$ cat config.mk
export PLATFORM = sky130hd
export DESIGN_NAME = change_dispenser
export DESIGN_NICKNAME = d
export VERILOG_FILES = /design/src/rtl/change_dispenser.sv
export SDC_FILE = /design/constraint.sdc
export NUM_CORES = 1
export LEC_CHECK = 0
export CORE_MARGIN = 4
export CORE_UTILIZATION = 50
export CTS_CLUSTER_DIAMETER = 30
export DETAILED_ROUTE_END_ITERATION = 8
export PLACE_DENSITY = 0.81
export RECOVER_POWER = 50
export SLEW_MARGIN = 15
export SYNTH_ARGS = -nofsm -noshare
export SYNTH_HDL_FRONTEND = slang
export SYNTH_SLANG_ARGS = --single-unit
$ cat constraint.sdc
create_clock -name clk -period 6.9 [get_ports clk]
set_clock_uncertainty 0.15 [all_clocks]
set_input_delay 1.035 -clock clk [delete_from_list [all_inputs] [get_ports clk]]
set_output_delay 1.035 -clock clk [all_outputs]
set_load 0.01 [all_outputs]
$ cat src/rtl/change_dispenser.sv
// change_dispenser -- greedy change-return engine.
//
// Takes a balance owed and pays it out one coin at a time. The largest coin
// that still fits is always chosen, so coins come out in non-increasing order.
// Each coin is presented to the ejector over a valid/ready handshake.
//
// Parameters:
//   W         width of amount/remaining
//   COIN_HI   large coin value  (< 2^W)
//   COIN_MID  middle coin value (< COIN_HI)
//   COIN_LO   small coin value  (1, so every balance terminates)
//
// Ports:
//   clk, rst        clock, asynchronous active-high reset
//   start, amount   payout request; sampled only while idle
//   coin_ready      ejector accepts the presented coin
//   abort           (CHANGE_ABORT_EN only) stop the payout early
//   coin_valid      a coin is presented on coin_sel
//   coin_sel        00 none, 01 LO, 10 MID, 11 HI
//   busy            high in every state except IDLE
//   done            one-cycle pulse when payout finishes
//   remaining       balance not yet paid out
//
// Optional feature macro: CHANGE_ABORT_EN (adds the abort input).
//
// Every output is a flop. The next-state logic computes the registered
// output values alongside the next state, so each output changes on the same
// edge as the state that it belongs to.

module change_dispenser #(
  parameter int W        = 5,
  parameter int COIN_HI  = 10,
  parameter int COIN_MID = 5,
  parameter int COIN_LO  = 1
) (
  input  logic         clk,
  input  logic         rst,
  input  logic         start,
  input  logic [W-1:0] amount,
  input  logic         coin_ready,
`ifdef CHANGE_ABORT_EN
  input  logic         abort,
`endif
  output logic         coin_valid,
  output logic [1:0]   coin_sel,
  output logic         busy,
  output logic         done,
  output logic [W-1:0] remaining
);

  localparam logic [W-1:0] HI_V  = W'(COIN_HI);
  localparam logic [W-1:0] MID_V = W'(COIN_MID);
  localparam logic [W-1:0] LO_V  = W'(COIN_LO);

  typedef enum logic [1:0] {
    IDLE   = 2'd0,
    SELECT = 2'd1,
    EJECT  = 2'd2,
    DONE   = 2'd3
  } state_t;

  state_t       state_q, state_d;
  logic         valid_q, valid_d;
  logic [1:0]   sel_q, sel_d;
  logic         busy_q, busy_d;
  logic         done_q, done_d;
  logic [W-1:0] rem_q, rem_d;

  logic         abort_w;
  logic [W-1:0] coin_val;
  logic [W-1:0] rem_after;
  logic [1:0]   pick;

`ifdef CHANGE_ABORT_EN
  assign abort_w = abort;
`else
  assign abort_w = 1'b0;
`endif

  // Largest coin not exceeding the balance (unsigned, W bits).
  always_comb begin
    if (rem_q >= HI_V)       pick = 2'b11;
    else if (rem_q >= MID_V) pick = 2'b10;
    else                     pick = 2'b01;
  end

  // Value of the coin currently held on coin_sel.
  always_comb begin
    case (sel_q)
      2'b11:   coin_val = HI_V;
      2'b10:   coin_val = MID_V;
      2'b01:   coin_val = LO_V;
      default: coin_val = '0;
    endcase
  end

  // Saturating subtract; the greedy pick never exceeds the balance, but the
  // clamp keeps the balance from wrapping if that ever changes.
  assign rem_after = (rem_q >= coin_val) ? (rem_q - coin_val) : '0;

  always_comb begin
    state_d = state_q;
    valid_d = valid_q;
    sel_d   = sel_q;
    rem_d   = rem_q;
    done_d  = 1'b0;

    case (state_q)
      IDLE: begin
        if (start) begin
          rem_d = amount;
          if (amount == '0) begin
            state_d = DONE;
            done_d  = 1'b1;
          end else begin
            state_d = SELECT;
          end
        end
      end

      SELECT: begin
        if (abort_w) begin
          state_d = DONE;
          done_d  = 1'b1;
        end else begin
          sel_d   = pick;
          valid_d = 1'b1;
          state_d = EJECT;
        end
      end

      EJECT: begin
        if (valid_q && coin_ready) begin
          // A coin accepted together with abort still counts.
          rem_d   = rem_after;
          valid_d = 1'b0;
          sel_d   = 2'b00;
          if (rem_after == '0 || abort_w) begin
            state_d = DONE;
            done_d  = 1'b1;
          end else begin
            state_d = SELECT;
          end
        end else if (abort_w) begin
          valid_d = 1'b0;
          sel_d   = 2'b00;
          state_d = DONE;
          done_d  = 1'b1;
        end
      end

      DONE: begin
        state_d = IDLE;
      end

      default: begin
        state_d = IDLE;
        valid_d = 1'b0;
        sel_d   = 2'b00;
      end
    endcase

    busy_d = (state_d != IDLE);
  end

  always_ff @(posedge clk or posedge rst) begin
    if (rst) begin
      state_q <= IDLE;
      valid_q <= 1'b0;
      sel_q   <= 2'b00;
      busy_q  <= 1'b0;
      done_q  <= 1'b0;
      rem_q   <= '0;
    end else begin
      state_q <= state_d;
      valid_q <= valid_d;
      sel_q   <= sel_d;
      busy_q  <= busy_d;
      done_q  <= done_d;
      rem_q   <= rem_d;
    end
  end

  assign coin_valid = valid_q;
  assign coin_sel   = sel_q;
  assign busy       = busy_q;
  assign done       = done_q;
  assign remaining  = rem_q;

endmodule

# [Yosys cells after proc, flatten, opt, wreduce, memory -nomap -nowiden]
# Cells that the tools add are included.
[op_classes] n_reduce_logical=9 shifts=0 n_addsub=1 eq_ne=8 div_mod_pow=0 muxes=21 order_cmp=3 n_mul=0 bitwise=0
[op_table] operator="$mux 5" n=3
[op_table] operator="$mux 2" n=7
[op_table] operator="$pmux 4 s3" n=1
[op_table] operator="$logic_not 5->1" n=2
[op_table] operator="$pmux 5 s2" n=1
[op_table] operator="$eq 2x2->1 const B" n=4
[op_table] operator="$pmux 2 s4" n=1
[op_table] operator="$reduce_bool 2->1" n=3
[op_table] operator="$ge 5x3->1 const B" n=1
[op_table] operator="$ge 5x4->1 const B" n=1
[op_table] operator="$ge 5x5->1" n=1
[op_table] operator="$mux 1" n=5
[op_table] operator="$sub 5x5->5" n=1
[op_table] operator="$eq 2x1->1 const B" n=2
[op_table] operator="$ne 2x2->1 const B" n=2
[op_table] operator="$pmux 1 s2" n=2
[op_table] operator="$pmux 2 s2" n=1
[op_table] operator="$reduce_and 3->1" n=1
[op_table] operator="$logic_not 2->1" n=1
[op_table] operator="$reduce_and 2->1" n=1
[op_table] operator="$logic_and 1x1->1" n=1
[word_totals] inputBits=9 rom_bits=0 regBits=12 latch_bits=0 memories=0 output_inout_bits=10 elab_cells=48 ramBits=0

# [Depth between registers and ports, before layout]
[depth] ltp_word=9 ltp_mapped=12 ltp_nobuf=12

# [Worst setup path after synthesis]
# Ideal clock, no wire load.
[synth_timing] path_kind="flip-flop to flip-flop" startpoint="register sel_q[0] (netlist: coin_sel[0])" endpoint="register state_q[1]" required_ns=6.620 arrival_ns=2.167 path_stages_with_launch=13 setup_time_ns=0.130 n_path_buf=0 period_less_slack_ns=2.448 slack_ns=4.452 path_cell_list="dfrtp_1 inv_1 ha_1 inv_1 ha_1 inv_1 fa_1 a21o_1 a21oi_2 xnor2_1 a21o_1 a21oi_2 o22ai_1"
[synth_via] elab_chain_cells=8 word_cells_on_any_way=11 cone_classes="add/sub: 1; order compare: 1; eq/ne: 3; mux: 5; reduce/logical: 1"
[synth_rtl] item="from (decl)" line_no="64" source="logic [1:0] sel_q, sel_d;"
[synth_rtl] item="from (signal assigned)" line_no="177" source="sel_q <= sel_d;"
[synth_rtl] item="$eq 2x1->1 or $eq 2x2->1 (tied branches)" line_no="89" source="case (sel_q)"
[synth_rtl] item="$pmux 4 s3 *" line_no="89"
[synth_rtl] item="$sub 5x5->5 or $ge 5x5->1 (tied branches)" line_no="99" source="assign rem_after = (rem_q >= coin_val) ? (rem_q - coin_val) : '0;"
[synth_rtl] item="$mux 5 *" line_no="99"
[synth_rtl] item="$logic_not 5->1 *" line_no="138" source="if (rem_after == '0 || abort_w) begin"
[synth_rtl] item="$mux 2 *" line_no="138"
[synth_rtl] item="$mux 2 *" line_no="133" source="if (valid_q && coin_ready) begin"
[synth_rtl] item="$pmux 2 s4 *" line_no="108" source="case (state_q)"
[synth_rtl] item="named net state_d[1]" line_no="62" source="state_t state_q, state_d;"
[synth_rtl] item="to (signal assigned)" line_no="175" source="state_q <= state_d;"
[synth_rtl] item="to (decl)" line_no="62"
# The timed path passes the listed nets; every way through them passes the cells marked *.
# A chain may end at the register's enable or synchronous reset.

# [Worst setup path after layout]
[layout_timing] startpoint="input coin_ready" endpoint="register rem_q[4] (netlist: remaining[4])"
[layout_via] elab_chain_cells=3
[layout_rtl] item="from (decl)" line_no="40" source="input logic coin_ready,"
[layout_rtl] item="$logic_and 1x1->1" line_no="133"
[layout_rtl] item="$ne 2x2->1 (no line)"
[layout_rtl] item="$reduce_and 3->1 (no line)"
[layout_rtl] item="to (signal assigned)" line_no="180" source="rem_q <= rem_d;"
[layout_rtl] item="to (decl)" line_no="67" source="logic [W-1:0] rem_q, rem_d;"
# No other way between the ends.

==> impl_results.md <==
- Antenna Cells: 0
- Status: completed
- Drt wl/cell: 14.2 µm
- Top cells by area, synth: dfrtp_1 36%, ha_1 9.0%, nor2_1 6.3%, a21oi_1 5.4%, a21oi_2 4.2%
- Post-synth ARST share: 1.00
- Syn Inst Count: 99
- Logic pwr share: 0.057
- Vias in the first global route: 755
- FILL cells: 132
- All-layer global routing usage: 0.177
- Post-synthesis sequential area ratio: 0.361
- Initial DRC count: 21
- WP data arrival: 2.81 ns
- FP Rows: 14
- Peak VDD IR: 0.0682 mV
- Synth Warn #: 0
- CP Launch Type: input pin
- Netlist cell types: 32
- Clock Power Share: 0.354
- Net Switching: 0.0000249 W
- Initial core utilization: 0.540
- Routed vias/inst: 5.90
- TritonCTS Buffers: 3
- Footprint of the multi-input gates: 472 µm²
- Clock Tree Root: clkbuf_4
- Clock latency on the worst-skew pair: 0.27 ns
- Die ar.: 2380 µm²
- Mapped cell area: 832 µm²
- Final Max Tran Viols: 0
- Yosys top cell by area: dfrtp_1
- Detail Placement HPWL: 1.46 mm
- Final-stage net count: 134
- Synth cell count leaders: 14 x nor2_1, 12 x dfrtp_1, 9 x a21oi_1, 9 x inv_1, 8 x nand2_1
- Worst slew pin tran: 0.729 ns
- CTS clk-pin slew, worst paths: 0.07 ns
- Cts repair resizes: 0
- Count leader, synth: nor2_1
- Final Hold Fails: 0
- Synthesis-to-layout area growth: 24.1%
- WS Path Type: input pin to flop
- Cell Count, Final, Fillers Out: 132
- Core area: 1540 µm²
- Hold buffers post-CTS: 0
- Slew Limit Headroom: 0.514
- First-pass iteration count of the detailed router: 4
- # setup viols final: 0
- ANT nets after route: 0
- Crit-path max FO: 12
- Worst setup EP type: flop
- Most common flop cell mapped by yosys: dfrtp_1
- Clock tree buffer depth: 2
- Remaining DRCs: 0
- Fin worst setup slack: 4.11 ns
- GRT Residual Overflow: 0
- Clk sink count: 12
- Sw Share: 0.209
- Routed wire length: 1.87 mm
- RSZ-0062 raised after global routing: no
- P_leak: 0.435 nW
- Fin crit period: 2.79 ns
- Via count: 779
- Pint: 0.0000945 W
- Power Dens Cells: 116 nW/µm²
- Tcrit/Tclk final: 0.405
- FF+latch area: 300 µm²
- Setup TNS: 0 ns
- Die width: 48.8 µm
- EDFF count, synth: 0
- RD Place Congestion: 0.842
- Syn nets: 115
- Max cap viols: 0
- Io pins: 19
- Max Fclk: 358 MHz
- I/O Buffers: 18
- Synth Register Bits: 12
- Die H: 48.8 µm
- Req. time, crit path: 6.91 ns
- First-pass GRT wire length: 3.24 mm
- Synth top area share: 0.361
- H-tree Lvls: 1
- Largest net degree at the start of global routing: 13
- Inst Count DP: 129
- Flop pwr share: 0.589
- Layout cells sized above 1: 0.0690
- Avg Inst Size Synth: 8.40 µm²
- Setup bufs post-CTS: 0
- Worst slack at placement: 3.89 ns
- HP Class: flop to flop
- Initial antenna violation count: 0
- CTS tree: built
-- placed cells by master (no fill, tap or decap), drive strengths merged --
cell	Yosys	routed
fa	1	1
a2bb2oi	1	1
nand2	8	8
a32oi	1	1
nor2	14	14
xnor2	1	1
nand4	3	3
ha	6	6
o31ai	1	1
nor3b	1	1
dlygate4sd3	0	4
clkbuf	0	3
a211oi	1	1
dfrtp	12	12
a21o	2	2
nand4b	1	1
and3	1	1
nand3	2	2
o21ai	3	3
nand2b	1	1
o22ai	1	1
nor4	1	1
clkdlybuf4s50	0	14
a22oi	3	3
xor2	2	2
a31oi	1	1
a22o	1	1
a21oi	13	13
nor3	2	2
inv	10	10
nand3b	1	1
-- per-stage QoR --
stage	total power [W]	hold slack, ns	utilization	cell area [µm²]
after floorplan	0.0000731	0.406	-	832
after global placement	0.0000788	0.425	0.655	1010
after detailed placement	0.0000788	0.418	0.655	1010
after CTS	0.000121	0.429	0.670	1030
after global routing	0.000126	0.481	0.670	1030
final	0.000119	0.428	0.670	1030
-- flip-flops by register name, indices dropped and copies added, names as in the netlist --
signal	count
remaining	5
coin_valid	1
done	1
state_q	2
coin_sel	2
busy	1
-- path summary, 6_finish.rpt --
check                                to  cells past startpoint  slack (ns)   startpoint
max                        remaining[4]                      6        4.11   coin_ready
min                          coin_valid                      2        0.43   coin_valid
max reg2reg                  state_q[1]                     12        4.30  coin_sel[0]
min reg2reg                  coin_valid                      2        0.43   coin_valid
max in group asynchronous   coin_sel[0]                      2        5.23          rst
min in group asynchronous    coin_valid                      2        1.06          rst
-- routing by layer --
metal,track usage,wire length [µm],vias up
li1,-,-,383
met4,0.0942,47,0
met2,0.296,896,26
met3,0.0367,94,5
met5,0,0,-
met1,0.210,831,365
-- layout make-up --
cell class | instances | share of cell area
multi-input combinational | 73 | 0.457
sequential | 12 | 0.291
timing repair buffer | 18 | 0.175
inverter | 10 | 0.0364
clock buffer | 3 | 0.0218
tap | 16 | 0.0194
-- worst max-delay path, cell delays in order --
cell           delay [ns]
dlygate4sd3_1        0.57
nand3_1              0.12
a21oi_1              0.61
o21ai_0              0.20
a32oi_1              0.19
nand2_1              0.08
-- power groups by stage --
stage                     combinational (W)  sequential (W)  clock [W]
after detailed placement         0.00000714       0.0000717          0
after global routing             0.00000753       0.0000703  0.0000480
after floorplan                  0.00000148       0.0000717          0
final                            0.00000680       0.0000703  0.0000423
after CTS                        0.00000722       0.0000703  0.0000437
after global placement           0.00000711       0.0000717          0
-- cells by family after synthesis --
| kind of cell | synth area share |
|---|---|
| xor+xnor | 0.0316 |
| flops | 0.361 |
| simple gates | 0.197 |
| buf+inv | 0.0722 |
| fa+ha+maj | 0.114 |
| compound gates | 0.224 |
Note: power is estimated with default switching activity, not from simulation.
